### config.mk
export PLATFORM = sky130hd
export DESIGN_NAME = branch_hazard_ctrl
export DESIGN_NICKNAME = d
export VERILOG_FILES = /design/src/rtl/branch_hazard_ctrl.sv
export SDC_FILE = /design/constraint.sdc
export NUM_CORES = 1
export LEC_CHECK = 0
export ABC_AREA = 1
export BUFFER_PORTS_ARGS = -buffer_cell sky130_fd_sc_hd__buf_2
export CELL_PAD_IN_SITES_DETAIL_PLACEMENT = 1
export CELL_PAD_IN_SITES_GLOBAL_PLACEMENT = 1
export CORE_ASPECT_RATIO = 0.7
export CORE_MARGIN = 1
export CORE_UTILIZATION = 37
export CTS_CLUSTER_SIZE = 24
export DETAILED_ROUTE_END_ITERATION = 7
export HOLD_SLACK_MARGIN = 0.12
export PLACE_DENSITY_LB_ADDON = 0.12
export SYNTH_ARGS = -nofsm -noshare
export SYNTH_HDL_FRONTEND = slang
export SYNTH_SLANG_ARGS = --single-unit
### constraint.sdc
create_clock -name clk -period 2.5 [get_ports clk]
set_input_delay 0.25 -clock clk [delete_from_list [all_inputs] [get_ports clk]]
set_output_delay 0.25 -clock clk [all_outputs]
set_load 0.01 [all_outputs]
### src/rtl/branch_hazard_ctrl.sv
// branch_hazard_ctrl: ID-stage branch hazard stall sequencer with IF/ID flush and stall-cycle counter
// Ports: clk/reset (async, active-high); ID instruction fields (branchD, jumpD, use_rsD/use_rtD,
// rs_addrD/rt_addrD, branch_takenD); EX and MEM producer info (reg_write*, mem_to_reg*, write_reg_addr*);
// outputs stallF/stallD/flushE (stall), flushD (taken branch/jump), stall_busy (HOLD), stall_cycles (perf).
module branch_hazard_ctrl #(
  parameter int PERF_W      = 16,
  parameter int LW_BR_STALL = 2
) (
  input  logic              clk,
  input  logic              reset,
  input  logic              branchD,
  input  logic              jumpD,
  input  logic              use_rsD,
  input  logic              use_rtD,
  input  logic [4:0]        rs_addrD,
  input  logic [4:0]        rt_addrD,
  input  logic              reg_writeE,
  input  logic              mem_to_regE,
  input  logic [4:0]        write_reg_addrE,
  input  logic              reg_writeM,
  input  logic              mem_to_regM,
  input  logic [4:0]        write_reg_addrM,
  input  logic              branch_takenD,
  output logic              stallF,
  output logic              stallD,
  output logic              flushE,
  output logic              flushD,
  output logic              stall_busy,
  output logic [PERF_W-1:0] stall_cycles
);
  typedef enum logic {IDLE, HOLD} state_t;
  state_t            state_q, state_d;
  logic [1:0]        cnt_q, cnt_d, need;
  logic [PERF_W-1:0] cyc_q, cyc_d;
  logic              dep_e, dep_m, stall;
  assign dep_e = reg_writeE & (write_reg_addrE != 5'd0) &
                 ((use_rsD & (write_reg_addrE == rs_addrD)) | (use_rtD & (write_reg_addrE == rt_addrD)));
  assign dep_m = reg_writeM & (write_reg_addrM != 5'd0) &
                 ((use_rsD & (write_reg_addrM == rs_addrD)) | (use_rtD & (write_reg_addrM == rt_addrD)));
  // Load feeding a branch needs the long stall; any other branch dependency or a plain load-use needs one cycle.
  assign need = (state_q != IDLE)                 ? 2'd0 :
                (branchD & dep_e & mem_to_regE)   ? 2'(LW_BR_STALL) :
                ((branchD & (dep_e | (dep_m & mem_to_regM))) | (dep_e & mem_to_regE)) ? 2'd1 : 2'd0;
  // Outputs are forced low while reset is held so a lingering hazard cannot leak through.
  assign stall        = ~reset & ((state_q == HOLD) | (need != 2'd0));
  assign stallF       = stall;
  assign stallD       = stall;
  assign flushE       = stall;
  // Comparator operands are stale while stalled, so the flush waits for the first free cycle.
  assign flushD       = ~reset & (jumpD | (branchD & branch_takenD)) & ~stall;
  assign stall_busy   = (state_q == HOLD);
  assign stall_cycles = cyc_q;
  assign state_d = (state_q == HOLD) ? ((cnt_q == 2'd1) ? IDLE : HOLD) : ((need >= 2'd2) ? HOLD : IDLE);
  assign cnt_d   = (state_q == HOLD) ? cnt_q - 2'd1 : ((need >= 2'd2) ? need - 2'd1 : 2'd0);
  assign cyc_d   = (stall & ~&cyc_q) ? cyc_q + PERF_W'(1) : cyc_q;
  always_ff @(posedge clk or posedge reset) begin
    if (reset) begin
      state_q <= IDLE;
      cnt_q   <= 2'd0;
      cyc_q   <= '0;
    end else begin
      state_q <= state_d;
      cnt_q   <= cnt_d;
      cyc_q   <= cyc_d;
    end
  end
endmodule
==> results of run 1 <==
## synth_stat cells, types with 3 or more instances
library cell	instances
nand2_1	90
inv_1	33
nor2_1	26
nand4_1	20
dfrtp_1	19
nand3_1	15
xor2_1	11
inv_2	7
o21ai_0	7
a21oi_1	5
nor3_1	5
buf_4	3
xnor2_1	3
## worst min path at each step
stage	slack (ns)	cells past startpoint	from	to
6_report	0.42	5	mem_to_regE	cnt_q[0]
5_1_grt	0.44	5	mem_to_regE	stall_busy
3_3_place_gp	0.25	2	reset	cnt_q[0]
2_1_floorplan	0.42	1	cnt_q[0]	cnt_q[0]
3_5_place_dp	0.25	2	reset	stall_cycles[0]
4_1_cts	0.41	5	mem_to_regE	cnt_q[0]
## report_power, final
group / internal, mW / switching (mW) / leakage, nW
clock network: 0.111 / 0.112 / 0.0255
registers: 0.356 / 0.0567 / 0.259
logic: 0.139 / 0.270 / 0.859
## area by class of cell
type | instances | area, um^2
inverters | 40 | 150.1
repair buffers | 54 | 280.3
multi-input cells | 194 | 964.7
flip-flops and latches | 19 | 475.5
fillers | 608 | 2083
clock inverters | 1 | 5.005
clock buffers | 3 | 41.29
well taps | 52 | 65.06
## routing by layer
metal  track usage, %  wire length [um]  vias up
met5                0                 0        -
met2            34.40              2003       46
met4            4.592                18        0
met1            38.15              2759      859
met3            4.252               257        2
li1                 -                 -      928
## flip-flops by register name (all words and copies together), names as in the netlist
| name | cells |
|---|---|
| cnt_q | 2 |
| stall_cycles | 16 |
| stall_busy | 1 |
## stage by stage
stage	area [um^2]	utilization (%)	instances	hold slack, ns	worst slack, ns
floorplan	1637	-	260	0.4243	0.7607
global placement	1926	47.37	358	0.2495	0.5434
detailed placement	1926	47.37	358	0.2528	0.4426
CTS	1982	48.75	363	0.4090	0.4050
global route	1982	48.75	363	0.4438	0.1966
finish	1982	48.75	363	0.4188	0.3997
## tightest hold or removal path: stages
cell	delay [ns]
buf_2	0.11
nand4_1	0.08
nand2_1	0.06
inv_2	0.09
a21oi_1	0.05
## repair_timing
item / CTS / global route
hold endpoints to repair: 4 / 0
endpoints found under the setup margin: 0 / 0
hold buffers: 1 / 0
setup buffers: 0 / 0
## kinds of logic (layout without fill, tap and decap cells)
group           count (synthesis)  count (layout)  share of synthesized area, %
compound gates                 13              13                         4.052
xor+xnor                       14              14                         7.493
fa+ha+maj                       2               2                         1.529
buf+inv                        47              98                         12.00
flops                          19              19                         29.05
simple gates                  165             165                         45.87
==> reports/metrics.yaml, run 1 <==
status: "finished clean"
vdd_drop_max_uv: 345.7
wl_um: 5038
rows: 19
drtIter0Drc: 97
powerDensity_nw_per_um2: 527.4
final_common_cell: "nand2_1"
synthCells: 260
slew_headroom_pct: 64.27
synth_largest_area_cell: "dfrtp_1"
num_io_pins: 52
synth_top_area_share_pct: 29.05
synth_nets: 293
yosysSeqAreaShare_pct: 29.05
ys_ff_latch: 19
drcViolationCount: 0
cp_slowest_stage_delay_ns: 0.42
min_path_type: "input port to flip-flop"
cp.required_ns: 2.70
grt-ovfl-total: 0
port_buffers: 51
synthFlopType: "dfrtp_1"
worst-path-stages: 9
critPathKind: "flip-flop to flip-flop"
via_per_inst: 5.055
cts_buffer_depth: 2
final_nets: 345
fmax_mhz: 476.1
cp_slowest_cell: "dfrtp_1"
die_y_um: 57.65
first_global_vias: 1777
finalHoldViolCount: 0
wl_per_cell_um: 13.88
via_count: 1835
start_util_pct: 40.26
grt_max_degree: 20
antenna_found_initial: 0
ctsRootBufferMaster: "clkbuf_8"
drtAntennaViolNets: 0
path_clk_slew_ns: 0.08
p_leak_nw: 1.144
die_x_um: 81.49
p_total_mw: 1.045
critPathMaxFanout: 17
tritoncts: "yes"
critPathLaunch: "stall_cycles[0]"
cts.sinks: 19
synth.distinct_cells: 27
path_delay_family: "simple AND/OR/NAND/NOR gates"
tns_ns: 0
drive_above_1_share_pct: 22.51
place_congestion: 0.8483
worst_setup_path_end_kind: "flip-flop"
critPathLaunchType: "flip-flop"
htree_levels: 1
worstPathArrival_ns: 2.30
maxCapViolCount: 0
track_usage_pct: 24.28
setup_viol: 0
critPathBufInv: 1
grt_first_pass_wirelength_um: 8542
synth_edf_count: 0
min_period_over_period_pct: 84.01
cpMostUsedCell: "nand2_1"
drtPass1Iterations: 4
yosysWarnings: 0
rsz0062_at_grt: "no"
dieArea_um2: 4697
netlist_area_um2: 1637
clk-insertion-delay-late_ns: 0.26
fin_worst_skew_ns: 0.006042
max_slew.worst_pin.slew_ns: 0.5310
r2r_start: "stall_cycles[0]"
layout_common_cells: "nand2_1, buf_2, inv_1"
slew_violations: 0
reg2reg_to: "stall_cycles[14]"
endpoint: "stall_cycles[14]"
cts_buffers: 3
synthTopCellsByArea: "dfrtp_1, nand2_1, nand4_1"
syn_to_final_growth_pct: 21.10
cts_resized: 0
core_area_um2: 4065
synthArstFlopShare_pct: 100.0
finalCriticalPeriod_ns: 2.100
synth_area_per_cell_um2: 6.294
diodes: 0
hpwl_um: 4124
r2r_slack_ns: 0.40
cp_cell_sequence: "ha_1, nand3_1, inv_1, nand2_2, nor3_2, nand3_2, nand3_4, nand2_1, nand2_1"
r2r_cells: 9
(Power assumes the default switching activity.)
==> run 2, diff against run 1 <==
--- a/config.mk
+++ b/config.mk
@@ -11,7 +11,7 @@
 export CELL_PAD_IN_SITES_GLOBAL_PLACEMENT = 1
 export CORE_ASPECT_RATIO = 0.7
 export CORE_MARGIN = 1
-export CORE_UTILIZATION = 37
+export CORE_UTILIZATION = 31
 export CTS_CLUSTER_SIZE = 24
 export DETAILED_ROUTE_END_ITERATION = 7
 export HOLD_SLACK_MARGIN = 0.12
==> constraint.sdc (replaced) <==
create_clock -name clk -period 1.91 [get_ports clk]
set_input_delay 0.191 -clock clk [delete_from_list [all_inputs] [get_ports clk]]
set_output_delay 0.191 -clock clk [all_outputs]
set_load 0.01 [all_outputs]
==> reports/metrics.yaml, run 2 (synthesis gave the netlist of run 1 again) <==
status: "finished clean"
slew_headroom_pct: 71.93  # +7.7 points
drtIter0Drc: 94  # -3.1%
fmax_mhz: 577.9  # +21%
tns_ns: 0  # unchanged
met2_usage_pct: 28.27  # -6.1 points
cts_setup_buffers: 0  # unchanged
rsz0062_at_grt: "no"
dieArea_um2: 5579  # +19%
drtAntennaViolNets: 0  # unchanged
drcViolationCount: 0  # unchanged
finalHoldViolCount: 0  # unchanged
first_global_vias: 1828  # +2.9%
min_path_type: "input port to flip-flop"
clkPwrFrac_pct: 20.7  # -0.7 points
vdd_drop_max_uv: 446.9  # +29%
r2r_start: "stall_cycles[1]"
met1_usage_pct: 34.12  # -4.0 points
grt_first_pass_wirelength_um: 8880  # +4.0%
layout_common_cells: "nand2_1, buf_2, inv_1"
core_area_um2: 4913  # +21%
worst_setup_path_end_kind: "flip-flop"
wl_per_cell_um: 13.26  # -4.5%
antenna_found_initial: 0  # unchanged
num_io_pins: 52  # unchanged
die_x_um: 88.85  # +9.0%
busiest_layer: "met1"
htree_levels: 1  # unchanged
finalCriticalPeriod_ns: 1.730  # -0.3698 ns
setup_ws_ns: 0.1795  # -0.2202 ns
ctsRootBufferMaster: "clkbuf_8"
cts_buffers: 3  # unchanged
setup_viol: 0  # unchanged
diodes: 0  # unchanged
cp.required_ns: 2.06  # -0.64 ns
powerDensity_nw_per_um2: 669.3  # +27%
drtPass1Iterations: 4  # unchanged
n_fill_cell: 715  # +18%
final_common_cell: "nand2_1"
met3_usage_pct: 3.567  # -0.69 points
slew_violations: 0  # unchanged
track_usage_pct: 20.84  # -3.4 points
critPathMaxFanout: 10  # -7
hpwl_um: 4208  # +2.0%
drive_above_1_share_pct: 25.47  # +3.0 points
p_int_uw: 835.6  # +38%
largest_reg_flops: 16  # unchanged
post-place-ws_ns: 0.1303  # -0.3122 ns
placed_area_um2: 2029  # +5.4%
critPathLaunchType: "flip-flop"
p_comb_share_pct: 41.5  # +2.4 points
grt_max_degree: 26  # +30%
min_from: "mem_to_regE"
max_slew.worst_pin.slew_ns: 0.4175  # -0.1135 ns
via_count: 1829  # -0.33%
via_per_inst: 4.678  # -7.5%
critPathLaunch: "stall_cycles[1]"
tritoncts: "yes"
grt-ovfl-total: 0  # unchanged
final_nets: 356  # +3.2%
syn_to_final_growth_pct: 28.75
cts_buffer_depth: 2  # unchanged
path_clk_slew_ns: 0.07  # about the same
port_buffers: 51  # unchanged
power_frac_seq_pct: 37.8  # -1.7 points
p_sw_uw: 574.7  # +31%
netSwitchingFraction_pct: 40.75  # -1.2 points
worstPathArrival_ns: 1.88  # -0.42 ns
start_util_pct: 33.31  # -7.0 points
fin_worst_skew_ns: 0.007930  # +0.001888 ns
maxCapViolCount: 0  # unchanged
place_congestion: 0.8438  # -0.53%
wl_um: 5185  # +2.9%
rows: 21  # +2
clk-insertion-delay-late_ns: 0.26  # about the same
cts.sinks: 19  # unchanged
die_y_um: 62.79  # +8.9%
critPathKind: "flip-flop to flip-flop"
final_cell_area_um2: 2107  # +6.3%
p_leak_nw: 1.213  # +6.1%
min_period_over_period_pct: 90.60  # +6.6 points
[run 2: cell type report]
type                    count  area [um^2]  share of cell area [%]
flip-flops and latches     19        475.5                   22.57
repair buffers             65        362.8                   17.22
multi-input cells         194        987.2                   46.85
inverters                  40        150.1                   7.126
clock buffers               4        45.04                   2.138
well taps                  69        86.33                   4.097
[run 2: final timing paths]
path | to | slack [ns] | cells after the start
max | stall_cycles[3] | 0.18 | 9
min | stall_busy | 0.36 | 5
max reg2reg | stall_cycles[3] | 0.18 | 9
min reg2reg | cnt_q[0] | 0.48 | 1
max in group asynchronous | stall_cycles[14] | 0.99 | 4
min in group asynchronous | cnt_q[1] | 0.62 | 4
[run 2: metal layers]
layer  share of wire [%]  vias to the layer above
li1                    -                      949
met1                  56                      841
met4                0.52                        0
met5                   0                        -
met2                  38                       35
met3                 4.7                        4
[run 2: through the flow]
step / util [%] / std cells / power, mW / hold WS [ns]
2_1_floorplan: - / 260 / 0.8978 / 0.4243
3_3_place_gp: 41.30 / 386 / 1.118 / 0.3619
3_5_place_dp: 41.30 / 386 / 1.126 / 0.3609
4_1_cts: 42.42 / 391 / 1.429 / 0.3551
5_1_grt: 42.88 / 391 / 1.533 / 0.3939
6_report: 42.88 / 391 / 1.410 / 0.3582
[run 2: worst max-delay path, stage by stage (launching register included)]
cell and delay, ns:
dfrtp_1 0.40, ha_1 0.19, nand3_1 0.12, inv_1 0.12, nand2_2 0.09, nor3_4 0.17, nand3_4 0.17, buf_4 0.22
nand4_1 0.09, nand2_1 0.06
[run 2: power groups by stage]
stage,clock network (mW),registers (mW),logic [mW]
global route,0.323,0.544,0.666
global placement,0,0.536,0.583
detailed placement,0,0.539,0.587
finish,0.292,0.534,0.585
floorplan,0,0.556,0.342
CTS,0.304,0.533,0.593
[run 2: timing repair]
action / CTS / global route
resized for setup: 0 / 4
setup endpoints to repair: 0 / 17
hold buffers: 1 / 0
endpoints found under the hold margin: 7 / 0
==> run 3, diff against run 2 <==
--- a/config.mk
+++ b/config.mk
@@ -11,11 +11,11 @@
 export CELL_PAD_IN_SITES_GLOBAL_PLACEMENT = 1
 export CORE_ASPECT_RATIO = 0.7
 export CORE_MARGIN = 1
-export CORE_UTILIZATION = 31
+export CORE_UTILIZATION = 34
 export CTS_CLUSTER_SIZE = 24
 export DETAILED_ROUTE_END_ITERATION = 7
 export HOLD_SLACK_MARGIN = 0.12
-export PLACE_DENSITY_LB_ADDON = 0.12
+export PLACE_DENSITY = 0.82
 export SYNTH_ARGS = -nofsm -noshare
 export SYNTH_HDL_FRONTEND = slang
 export SYNTH_SLANG_ARGS = --single-unit
==> constraint.sdc (replaced) <==
create_clock -name clk -period 1.8 [get_ports clk]
set_input_delay 0.18 -clock clk [delete_from_list [all_inputs] [get_ports clk]]
set_output_delay 0.18 -clock clk [all_outputs]
set_load 0.01 [all_outputs]
==> reports/metrics.yaml, run 3 (synthesis gave the netlist of run 1 again) <==
powerDensity_nw_per_um2: 770.4  # +15%
clk-insertion-delay-late_ns: 0.27  # about the same
holdWs_ns: 0.3631  # +0.004940 ns
grt_first_pass_wirelength_um: 9170  # +3.3%
final_common_cell: "nand2_1"
drtPass1Iterations: 6  # +2
maxCapViolCount: 0  # unchanged
wl_um: 5915  # +14%
via_count: 1918  # +4.9%
drtAntennaViolNets: 0  # unchanged
via_per_inst: 5.008  # +7.1%
rsz0062_at_grt: "no"
reg2reg_to: "stall_cycles[9]"
track_usage_pct: 24.05  # +3.2 points
vdd_drop_max_uv: 428.5  # -4.1%
r2r_cells: 8  # -1
fmax_mhz: 599.0  # +3.7%
finalHoldViolCount: 0  # unchanged
drtIter0Drc: 170  # +81%
r2r_start: "stall_cycles[3]"
n_fill_cell: 630  # -12%
first_global_vias: 1807  # -1.1%
die_y_um: 60.05  # -4.4%
critPathKind: "flip-flop to flip-flop"
cp.required_ns: 2.01  # -0.05 ns
status: "finished clean"
critPathLaunchType: "flip-flop"
ctsRootBufferMaster: "clkbuf_8"
layout_common_cells: "nand2_1, buf_2, inv_1"
num_io_pins: 52  # unchanged
p_total_mw: 1.662  # +18%
slew_violations: 0  # unchanged
path_clk_slew_ns: 0.08  # about the same
cts_buffer_depth: 2  # unchanged
max_slew.worst_pin.slew_ns: 0.2904  # -0.1272 ns
diodes: 0  # unchanged
slew_headroom_pct: 80.49  # +8.6 points
critPathMaxFanout: 5  # -5
fin_cells: 383  # -2.0%
min_from: "mem_to_regE"
setup_viol: 0  # unchanged
dp.cells: 372  # -3.6%
worst_setup_path_end_kind: "flip-flop"
wl_per_cell_um: 15.44  # +16%
finalCriticalPeriod_ns: 1.669  # -0.06112 ns
rows: 20  # -4.8%
fin_worst_skew_ns: 0.005672  # -0.002258 ns
grt-ovfl-total: 0  # unchanged
largest_reg_flops: 16  # unchanged
place_congestion: 0.8466  # +0.33%
syn_to_final_growth_pct: 31.80
hold-path-cell-count: 5  # unchanged
min_period_over_period_pct: 92.74  # +2.1 points
p_leak_nw: 1.248  # +2.9%
port_buffers: 51  # unchanged
multi_input_area_um2: 992.2  # +0.51%
antenna_found_initial: 0  # unchanged
min_path_type: "input port to flip-flop"
grt_max_degree: 19  # -27%
hpwl_um: 4465  # +6.1%
start_util_pct: 36.54  # +3.2 points
r2r_slack_ns: 0.13  # -0.05 ns
die_x_um: 84.93  # -4.4%
core_area_um2: 4479  # -8.8%
hold_end: "stall_busy"
final_nets: 362  # +1.7%
drcViolationCount: 0  # unchanged
htree_levels: 1  # unchanged
ff_latch_area_um2: 476.7  # +0.26%
cts.sinks: 19  # unchanged
cts_buffers: 3  # unchanged
dieArea_um2: 5099  # -8.6%
worstPathArrival_ns: 1.88  # about the same
drive_above_1_share_pct: 27.44  # +2.0 points
tritoncts: "yes"
run 3: worst max path at each step:
stage                     slack (ns)                from  cells after the start          endpoint
final                           0.13     stall_cycles[3]                      8   stall_cycles[9]
after global routing          0.0002  write_reg_addrE[4]                     12            stallF
after CTS                       0.01     stall_cycles[1]                      9   stall_cycles[2]
after detailed placement       -0.06  write_reg_addrE[0]                     12  stall_cycles[12]
after global placement         -0.02  write_reg_addrE[0]                     12  stall_cycles[10]
after floorplan                 0.08     stall_cycles[0]                      9  stall_cycles[11]
run 3: critical path: stages, from the launching register on:
cell,delay (ns)
dfrtp_1,0.44
inv_1,0.12
nor4_1,0.32
buf_4,0.18
nand2_1,0.09
nor2_1,0.12
and3_1,0.18
nand4_1,0.08
nand2_1,0.08
run 3: metrics by stage:
step	util [%]	cell area, um^2	TNS, ns	setup slack, ns
2_1_floorplan	-	1637	0	0.08159
3_3_place_gp	44.92	2012	-0.05324	-0.02350
3_5_place_dp	44.92	2012	-0.2312	-0.05956
4_1_cts	46.15	2067	0	0.01154
5_1_grt	48.16	2157	0	0.0002028
6_report	48.16	2157	0	0.1307
run 3: routing by layer:
layer,wire (um),share of wire (%),global-route usage (%)
met5,0,0,0
met1,2980,50,36.82
met2,2566,43,35.42
met3,323,5.5,4.006
met4,44,0.74,4.600
run 3: power by group:
group | switching [mW] | internal, mW | leakage [nW]
Sequential | 0.0763 | 0.497 | 0.258
Clock | 0.169 | 0.158 | 0.0228
Combinational | 0.445 | 0.317 | 0.968
run 3: layout make-up:
class | instances | share of cell area, %
flip-flops and latches | 19 | 22.10
inverters | 40 | 6.961
multi-input cells | 194 | 46.00
repair buffers | 71 | 19.66
well taps | 55 | 3.190
clock buffers | 4 | 2.088
run 3: repair_timing:
item                       in CTS  in global routing
buffers inserted                0                  6
resized for setup               1                  7
hold buffers                    1                  0
pin swaps                       0                  1
setup endpoints to repair       1                 20
hold endpoints to repair        3                  0
